## config.mk

```make
export PLATFORM = sky130hd
export DESIGN_NAME = wb_led_chaser
export DESIGN_NICKNAME = d
export VERILOG_FILES = /design/src/rtl/wb_led_chaser.sv
export SDC_FILE = /design/constraint.sdc
export NUM_CORES = 1
export LEC_CHECK = 0
export BUFFER_PORTS_ARGS = -buffer_cell sky130_fd_sc_hd__buf_2
export CORE_ASPECT_RATIO = 1.1
export CORE_MARGIN = 2
export CORE_UTILIZATION = 43
export DETAILED_ROUTE_END_ITERATION = 10
export GPL_TIMING_DRIVEN = 0
export PLACE_DENSITY = 0.77
export SETUP_SLACK_MARGIN = 0.1
export SLEW_MARGIN = 10
export SYNTH_ARGS = -nofsm -noshare
export SYNTH_HDL_FRONTEND = slang
export SYNTH_SLANG_ARGS = --single-unit
export TNS_END_PERCENT = 10
```

## constraint.sdc

```tcl
create_clock -name clk_i -period 2.1 [get_ports clk_i]
set_input_delay 0 -clock clk_i [delete_from_list [all_inputs] [get_ports clk_i]]
set_output_delay 0 -clock clk_i [all_outputs]
set_load 0.02 [all_outputs]
```

## src/rtl/wb_led_chaser.sv

```systemverilog
// Wishbone classic initiator that rotates a one-hot pattern into the LED register.
// Define WB_LED_CHASER_READBACK_EN to read back and verify every write.
module wb_led_chaser #(
   parameter int               WB_AW    = 32,
   parameter int               WB_DW    = 32,
   parameter logic [WB_AW-1:0] LED_ADDR = '0,
   parameter int               NUM_LEDS = 8,
   parameter int               PERIOD   = 1000,
   parameter int               TIMEOUT  = 15
) (
   input  logic                 clk_i,
   input  logic                 rst_i,
   input  logic                 en_i,
   output logic [WB_AW-1:0]     wb_adr_o,
   output logic [WB_DW-1:0]     wb_dat_o,
   output logic [WB_DW/8-1:0]   wb_sel_o,
   output logic                 wb_we_o,
   output logic                 wb_cyc_o,
   output logic                 wb_stb_o,
   input  logic [WB_DW-1:0]     wb_dat_i,
   input  logic                 wb_ack_i,
   input  logic                 wb_err_i,
   output logic [NUM_LEDS-1:0]  pattern_o,
   output logic                 busy_o,
   output logic                 fault_o,
   output logic [1:0]           fault_code_o
);

`ifdef WB_LED_CHASER_READBACK_EN
   localparam bit READBACK = 1'b1;
`else
   localparam bit READBACK = 1'b0;
`endif
   localparam int WCW = $clog2(PERIOD + 1);
   localparam int TCW = $clog2(TIMEOUT + 1);

   typedef enum logic [2:0] {IDLE, WAIT, WRITE, READ, FAULT} state_t;

   state_t              state;
   logic                bus_act;
   logic [WCW-1:0]      wait_cnt;
   logic                wait_last;
   logic [TCW-1:0]      tmo_cnt;
   logic [NUM_LEDS-1:0] next_pattern;
   logic [1:0]          fault_nxt;

   assign next_pattern = (pattern_o << 1) | (pattern_o >> (NUM_LEDS - 1));

   // cyc and stb always move together; address and select are gated by the same flop
   assign wb_cyc_o = bus_act;
   assign wb_stb_o = bus_act;
   assign wb_adr_o = bus_act ? LED_ADDR : '0;
   assign wb_sel_o = {(WB_DW/8){bus_act}};

   // Outcome of the current strobe cycle; err beats ack
   always_comb begin
      fault_nxt = 2'b00;
      if (wb_err_i)
         fault_nxt = 2'b01;
      else if (wb_ack_i) begin
         if (state == READ && wb_dat_i != WB_DW'(pattern_o))
            fault_nxt = 2'b10;
      end else if (tmo_cnt == TCW'(TIMEOUT - 1))
         fault_nxt = 2'b11;
   end

   always_ff @(posedge clk_i or posedge rst_i) begin
      if (rst_i) begin
         state        <= IDLE;
         bus_act      <= 1'b0;
         wb_we_o      <= 1'b0;
         wb_dat_o     <= '0;
         pattern_o    <= NUM_LEDS'(1);
         busy_o       <= 1'b0;
         fault_o      <= 1'b0;
         fault_code_o <= 2'b00;
         wait_cnt     <= '0;
         wait_last    <= 1'b0;
         tmo_cnt      <= '0;
      end else begin
         case (state)
            IDLE: begin
               if (en_i) begin
                  state     <= WAIT;
                  busy_o    <= 1'b1;
                  wait_cnt  <= WCW'(PERIOD - 1);
                  wait_last <= 1'b0;
               end
            end
            // One extra cycle at zero puts the strobe PERIOD+1 edges after WAIT entry
            WAIT: begin
               if (!en_i) begin
                  state  <= IDLE;
                  busy_o <= 1'b0;
               end else if (wait_cnt != '0)
                  wait_cnt <= wait_cnt - 1'b1;
               else if (!wait_last)
                  wait_last <= 1'b1;
               else begin
                  state    <= WRITE;
                  bus_act  <= 1'b1;
                  wb_we_o  <= 1'b1;
                  wb_dat_o <= WB_DW'(next_pattern);
                  tmo_cnt  <= '0;
               end
            end
            WRITE, READ: begin
               if (!bus_act) begin
                  // READ turnaround: one idle bus cycle after the write, then strobe
                  bus_act <= 1'b1;
                  tmo_cnt <= '0;
               end else if (fault_nxt != 2'b00) begin
                  state        <= FAULT;
                  bus_act      <= 1'b0;
                  wb_we_o      <= 1'b0;
                  wb_dat_o     <= '0;
                  busy_o       <= 1'b0;
                  fault_o      <= 1'b1;
                  fault_code_o <= fault_nxt;
               end else if (wb_ack_i) begin
                  bus_act  <= 1'b0;
                  wb_we_o  <= 1'b0;
                  wb_dat_o <= '0;
                  if (state == WRITE)
                     pattern_o <= next_pattern;
                  if (!en_i) begin
                     state  <= IDLE;
                     busy_o <= 1'b0;
                  end else if (state == WRITE && READBACK)
                     state <= READ;
                  else begin
                     state     <= WAIT;
                     wait_cnt  <= WCW'(PERIOD - 1);
                     wait_last <= 1'b0;
                  end
               end else
                  tmo_cnt <= tmo_cnt + 1'b1;
            end
            FAULT: begin
               if (!en_i) begin
                  state        <= IDLE;
                  fault_o      <= 1'b0;
                  fault_code_o <= 2'b00;
               end
            end
            default: state <= IDLE;
         endcase
      end
   end

endmodule

```

==> results of run 1 <==
layout make-up:
type                            instances  area (um2)
Sequential cell                        40        1000
Buffer                                 70         532
Clock buffer                            6        72.6
Inverter                                7        26.3
Fill cell                             511        2280
Clock inverter                          2        12.5
Multi-Input combinational cell        225        1340
Timing Repair Buffer                   82         478
Tap cell                               77        96.3
final timing paths:
path / startpoint / to / slack [ps] / cells past startpoint
hold / removal: rst_i / wait_cnt[2] / 140 / 3
setup reg to reg: wait_cnt[1] / wait_cnt[2] / -4 / 9
setup / recovery: wait_cnt[1] / wait_cnt[2] / -4 / 9
max in group asynchronous: rst_i / pattern_o[0] / 1460 / 4
hold reg to reg: wb_dat_o[3] / wb_dat_o[3] / 480 / 2
min in group clk_i: wb_ack_i / fault_code_o[1] / 270 / 5
power breakdown:
group / switching [mW] / internal [mW]
logic: 0.303 / 0.265
registers: 0.0648 / 0.826
clock network: 0.275 / 0.232
metal layers:
metal  routed length (um)  vias to the layer above  GRT usage (%)
met3                  399                        8           4.32
met1                 2270                     1093           19.4
met2                 3170                       96           32.3
met4                   92                        0           7.66
li1                     -                     1173              -
met5                    0                        -              0
cell families (layout without fill, tap and decap cells):
group                      count (synthesis)  count (layout)  share of synthesized area (%)
and+or+nand+nor                           93              93                           18.8
AOI/OAI and AO/OA                         54              54                           13.1
muxes                                      9               9                           3.86
adders and majority gates                  3               3                           1.43
xor gates and xnor gates                  10              10                           3.33
DFF                                       40              40                           38.1
other                                      1              56                          0.143
buffers and inverters                     77             167                           21.2
worst reg2reg max path, delay by kind of cell, from the launching register on:
family | cells | cell delay [ps]
AO/OA/AOI/OAI | 2 | 310
adder cells (fa/ha/maj) | 1 | 130
buffers and inverters | 3 | 350
flip-flops | 1 | 410
AND/OR/NAND/NOR | 3 | 820
through the flow:
step / utilization [%] / setup slack (ps) / setup TNS, ps
detailed placement: 56.1 / -192 / -2460
global route: 60.9 / -51.1 / -303
finish: 60.9 / -4.01 / -4.01
floorplan: - / 70.8 / 0
global placement: 55.8 / -134 / -1550
CTS: 60.0 / 43.3 / 0
synth_stat cells (2+ instances only):
master     n  area (um2)
a211oi_1   2        15.0
a21o_1     3        22.5
a21oi_1   11        55.1
a22oi_1    2        15.0
a31oi_1    2        12.5
buf_4     61         458
buf_6      5        56.3
clkbuf_1   3        11.3
dfrtp_1   39         976
ha_1       3        37.5
inv_1      7        26.3
mux2_2     9         101
nand2_1   26        97.6
nand2b_1   5        31.3
nand3_1   14        70.1
nand3b_1   2        15.0
nand4_1    3        18.8
nor2_1    16        60.1
nor2b_1    2        12.5
nor3_1     5        25.0
nor4_1     7        43.8
o21ai_0   18        90.1
o31ai_1    5        37.5
or3_1      2        12.5
xnor2_1    8        70.1
xor2_1     2        17.5
timing repair:
item / 4_1_cts / 5_1_grt
hold buffers: 3 / 0
setup buffers: 10 / 5
endpoints found under the setup margin: 25 / 24
hold endpoints to repair: 41 / 0
resized for setup: 9 / 9
pin swaps: 6 / 9
registers in the layout (all words and copies together), names as in the netlist:
name and cells:
busy_o 1, wb_dat_o 8, wb_we_o 1, wait_cnt 10
wait_last 1, state 3, tmo_cnt 4, fault_o 1
fault_code_o 2, wb_cyc_o 1, pattern_o 8
==> reports/qor.yml, run 1 <==
sta:
  max_freq_mhz: 475
  worst_pin_slew_ps: 491
  timing.hold.ws_ps: 141
  post-route-min-period_ps: 2100
  slew_violations: 0
  rsz0062_at_grt: "true"
  finalHoldViolCount: 0
  fin_skew_ps: 11.9
  setup_viol: 1
  slew-limit-headroom_pct: 67.1
  worst_slack_ps: -4.01
  min_period_over_period_pct: 100
routing:
  dr_total_vias: 2370
  routedWlPerCell_um: 11.7
  drc_errors: 0
  dr.pass1.iters: 4
  first_iter_violations: 92
  drtAntennaViolNets: 0
  avgViaCountPerCell: 4.66
  wl_um: 5930
cells_and_area:
  fin_cells: 509
  final_common_cell: "buf_4"
  mostFrequentLayoutCells: "76 x buf_4, 64 x buf_2, 56 x conb_1"
  layout-drive-gt1-share_pct: 43.1
  area_growth_pct: 35.4
  diodes: 0
  nets: 471
  final_area_um2: 3560
clocking:
  cts_sinks: 40
  h-tree-depth: 2
  clock_latency_ps: 300
  cts-root-buf: "clkbuf_8"
  cts_buffers: 5
  clockBufferDepth: 2
  clk_pin_slew_worst_paths_ps: 90
  cts_tree: "done"
logic_synthesis:
  synth-seq-area-share_pct: 38.1
  syn_area_per_cell_um2: 9.16
  netlist_area_um2: 2630
  ys.flop_type: "dfrtp_1"
  synthArstFlopShare_pct: 100
  ys_ff_latch: 40
  synth_edf_count: 0
  postSynthCellCount: 287
  ys.warnings.count: 0
  ys_types: 51
critical_path:
  worstSetupPathType: "flop to flop"
  crit_arrival_ps: 2300
  required_ps: 2300
  path_buf_inv: 3
  crit_family: "simple AND/OR/NAND/NOR gates"
  cp_slowest_cell: "dfrtp_1"
  cp-start-kind: "flop"
  crit_chain: "inv_2, ha_4, or3b_1, buf_6, buf_4, or3_4, a21oi_2, nor3_1, o21a_1"
  cp-end-kind: "flop"
  slowest_delay_ps: 410
  critPathMaxFanout: 4
global_route:
  grt_usage_pct: 17.7
  grt_max_degree: 34
  grt_pass1_vias: 2207
  grt_pass1_wl_um: 9540
  antenna_found_initial: 0
  overflow: 0
placed_design:
  placed_cells: 483
  gp_congestion: 0.850
  postPlaceCellArea_um2: 3280
  hpwl_um: 4400
  io_buffers: 63
pwr:
  powerDensity_nw_per_um2: 552
  peakVddDrop_mv: 0.474
  report.power.total_mw: 1.97
  leakage_nw: 1.95
floorplan:
  io_pins: 120
  coreArea_um2: 5840
  die_h_um: 86.0
  row_count: 29
  die_x_um: 78.6
  die-area_um2: 6760
  start_util_pct: 45.0
outcome:
  status: "complete, but fails checks"
  failed_checks: "negative setup slack"
min_path:
  hold_path_class: "input pin to async pin"
job:
  drv_cap: 0
Note: power is estimated with default switching activity, not from simulation.
==> run 2: changes to the inputs <==
--- a/config.mk
+++ b/config.mk
@@ -8,10 +8,10 @@
 export BUFFER_PORTS_ARGS = -buffer_cell sky130_fd_sc_hd__buf_2
 export CORE_ASPECT_RATIO = 1.1
 export CORE_MARGIN = 2
-export CORE_UTILIZATION = 43
+export CORE_UTILIZATION = 47
 export DETAILED_ROUTE_END_ITERATION = 10
 export GPL_TIMING_DRIVEN = 0
-export PLACE_DENSITY = 0.77
+export PLACE_DENSITY = 0.8
 export SETUP_SLACK_MARGIN = 0.1
 export SLEW_MARGIN = 10
 export SYNTH_ARGS = -nofsm -noshare
==> constraint.sdc (replaced) <==
create_clock -name clk_i -period 2 [get_ports clk_i]
set_input_delay 0 -clock clk_i [delete_from_list [all_inputs] [get_ports clk_i]]
set_output_delay 0 -clock clk_i [all_outputs]
set_load 0.02 [all_outputs]
==> run 2 against run 1 <==
Compared with the run above: the flow still finishes with violations (negative setup slack); hold slack gained 22 ps; clock-buffer cell count grew 2; utilization rose by 5.2 points; via count shrank 1.6%; critical path depth grew 1; first-iteration DRC count is 21% higher; critical endpoint is now tmo_cnt[3]; largest cell class unchanged; highest routed layer unchanged.
==> reports/qor.yml, run 2 (synthesized netlist as in run 1, its figures left out) <==
pwr:
  seqPwrFrac_pct: 44.6  # was 45.3%
  peakVddDrop_mv: 0.399  # was 0.474 mV
  clkPwrFrac_pct: 28.0  # was 25.8%
  powerDensity_nw_per_um2: 590  # was 552 nW/um2
  p_switching_mw: 0.656  # was 0.642 mW
  combPwrFrac_pct: 27.4  # was 28.9%
  leakage_nw: 1.96  # was 1.95 nW
  internal_power_mw: 1.45  # was 1.32 mW
  sw_frac_of_total_pct: 31.2  # was 32.7%
  report.power.total_mw: 2.10  # was 1.97 mW
critical_path:
  ff2ff_path_depth: 10  # was 9
  crit_chain: "inv_2, ha_4, or3b_4, buf_6, nor3_4, a41o_1, buf_6, nand4_4, xor2_1, nor2_1"  # was inv_2, ha_4, or3b_1, buf_6, buf_4, or3_4, a21oi_2, nor3_1, o21a_1
  path_buf_inv: 3  # unchanged
  cp_slowest_cell: "dfrtp_1"  # unchanged
  cp.depth: 10  # was 9
  cp-start-kind: "flop"  # unchanged
  critPathMaxFanout: 4  # unchanged
  cp-end-kind: "flop"  # unchanged
  worstSetupPathType: "flop to flop"  # unchanged
  crit_arrival_ps: 2260  # was 2300 ps
  required_ps: 2180  # was 2300 ps
  slowest_delay_ps: 390  # was 410 ps
  crit_family: "simple AND/OR/NAND/NOR gates"  # unchanged
  path_common_cell: "buf_6"
sta:
  slew-limit-headroom_pct: 67.1  # about the same
  finalHoldViolCount: 0  # unchanged
  setup_viol: 14  # was 1
  fin_skew_ps: 5.02  # was 11.9 ps
  worst_slack_ps: -81.8  # was -4.01 ps
  min_period_over_period_pct: 104  # was 100%
  setup_tns_ps: -497  # was -4.01 ps
  worst_pin_slew_ps: 488  # was 491 ps
  slew_violations: 0  # unchanged
  post-route-min-period_ps: 2080  # was 2100 ps
  max_freq_mhz: 480  # was 475 MHz
  rsz0062_at_grt: "true"  # unchanged
global_route:
  antenna_found_initial: 0  # unchanged
  grt_usage_pct: 19.2  # was 17.7%
  grt_pass1_wl_um: 9090  # was 9540 um
  grt_pass1_vias: 1991  # was 2207
  grt_max_degree: 33  # was 34
  overflow: 0  # unchanged
routing:
  dr_total_vias: 2332  # was 2370
  wl_um: 5880  # was 5930 um
  dr.pass1.iters: 4  # unchanged
  drc_errors: 0  # unchanged
  first_iter_violations: 111  # was 92
  routedWlPerCell_um: 11.6  # was 11.7 um
  avgViaCountPerCell: 4.62  # was 4.66
  drtAntennaViolNets: 0  # unchanged
clocking:
  cts_buffers: 5  # unchanged
  cts_tree: "done"  # unchanged
  clk_pin_slew_worst_paths_ps: 80  # was 90 ps
  h-tree-depth: 2  # unchanged
  clock_latency_ps: 290  # was 300 ps
  cts_sinks: 40  # unchanged
  cts-root-buf: "clkbuf_8"  # unchanged
  clockBufferDepth: 2  # unchanged
cells_and_area:
  nets: 469  # was 471
  layout-drive-gt1-share_pct: 42.8  # was 43.1%
  post-route-util_pct: 66.1  # was 60.9%
  top_regs: "wait_cnt x10, pattern_o x8, wb_dat_o x8"  # unchanged
  mostFrequentLayoutCells: "72 x buf_4, 65 x buf_2, 56 x conb_1"  # was 76 x buf_4, 64 x buf_2, 56 x conb_1
  largest_reg_flops: 10  # unchanged
  top_register: "wait_cnt"  # unchanged
  diodes: 0  # unchanged
  final_common_cell: "buf_4"  # unchanged
  area_growth_pct: 35.7  # was 35.4%
floorplan:
  coreArea_um2: 5400  # was 5840 um2
  die_h_um: 82.4  # was 86.0 um
  die_x_um: 75.3  # was 78.6 um
  row_count: 28  # was 29
  io_pins: 120  # unchanged
  start_util_pct: 48.7  # was 45.0%
  die-area_um2: 6210  # was 6760 um2
min_path:
  hold_path_class: "input pin to async pin"  # unchanged
placed_design:
  io_buffers: 63  # unchanged
  gp_congestion: 0.843  # was 0.850
  hpwl_um: 4300  # was 4400 um
  dpl_worst_slack_ps: -259  # was -192 ps
outcome:
  failed_checks: "negative setup slack"  # unchanged
  status: "complete, but fails checks"  # unchanged
job:
  drv_cap: 0  # unchanged
## run 2: power groups by stage
stage / registers (mW) / logic, mW / clock network (mW)
after global routing: 0.948 / 0.629 / 0.643
after floorplan: 0.960 / 0.386 / 0
final: 0.937 / 0.577 / 0.590
after detailed placement: 0.953 / 0.527 / 0
after CTS: 0.935 / 0.563 / 0.600
after global placement: 0.949 / 0.511 / 0
## run 2: final timing paths
path / from / to / slack, ps
min in group clk_i: wb_ack_i / pattern_o[4] / 260
worst max-delay path: wait_cnt[0] / tmo_cnt[3] / -80
worst min register to register: wb_dat_o[1] / wb_dat_o[1] / 500
worst max register to register: wait_cnt[0] / tmo_cnt[3] / -80
max in group asynchronous: rst_i / wait_cnt[6] / 1400
worst min-delay path: rst_i / wb_dat_o[3] / 160
## run 2: worst register-to-register path, cell delays in order (launching register included)
cell and delay, ps:
dfrtp_1 390, inv_2 90, ha_4 130, or3b_4 370, buf_6 140, nor3_4 200
a41o_1 250, buf_6 130, nand4_4 70, xor2_1 150, nor2_1 50
## run 2: final cells by class
| cell class | instances | area [um2] |
|---|---|---|
| inverter | 7 | 26.3 |
| sequential | 40 | 1000 |
| tap | 75 | 93.8 |
| clock buffer | 8 | 100 |
| buffer | 70 | 532 |
| timing repair buffer | 80 | 470 |
| fill | 449 | 1830 |
| multi-input combinational | 225 | 1340 |
## run 2: metrics by stage
| step | instances | hold WS, ps | cell area, um2 |
|---|---|---|---|
| final | 505 | 163 | 3570 |
| after global routing | 505 | 179 | 3570 |
| after CTS | 503 | 162 | 3540 |
| after detailed placement | 481 | -73.4 | 3280 |
| after global placement | 480 | 271 | 3260 |
| after floorplan | 342 | 107 | 2850 |
## run 2: per-layer routing
metal,vias up,wire length (um),GRT usage [%]
met5,-,0,0
met4,0,100,7.37
met3,9,404,3.64
met2,104,3050,33.9
met1,1058,2320,22.9
li1,1161,-,-
## run 2: repair_timing
action	CTS	global route
pin swaps	14	7
gates cloned	0	0
endpoints found under the setup margin	27	38
gates resized for setup	13	6
hold buffers	3	0
endpoints found under the hold margin	43	0
buffers inserted	11	2
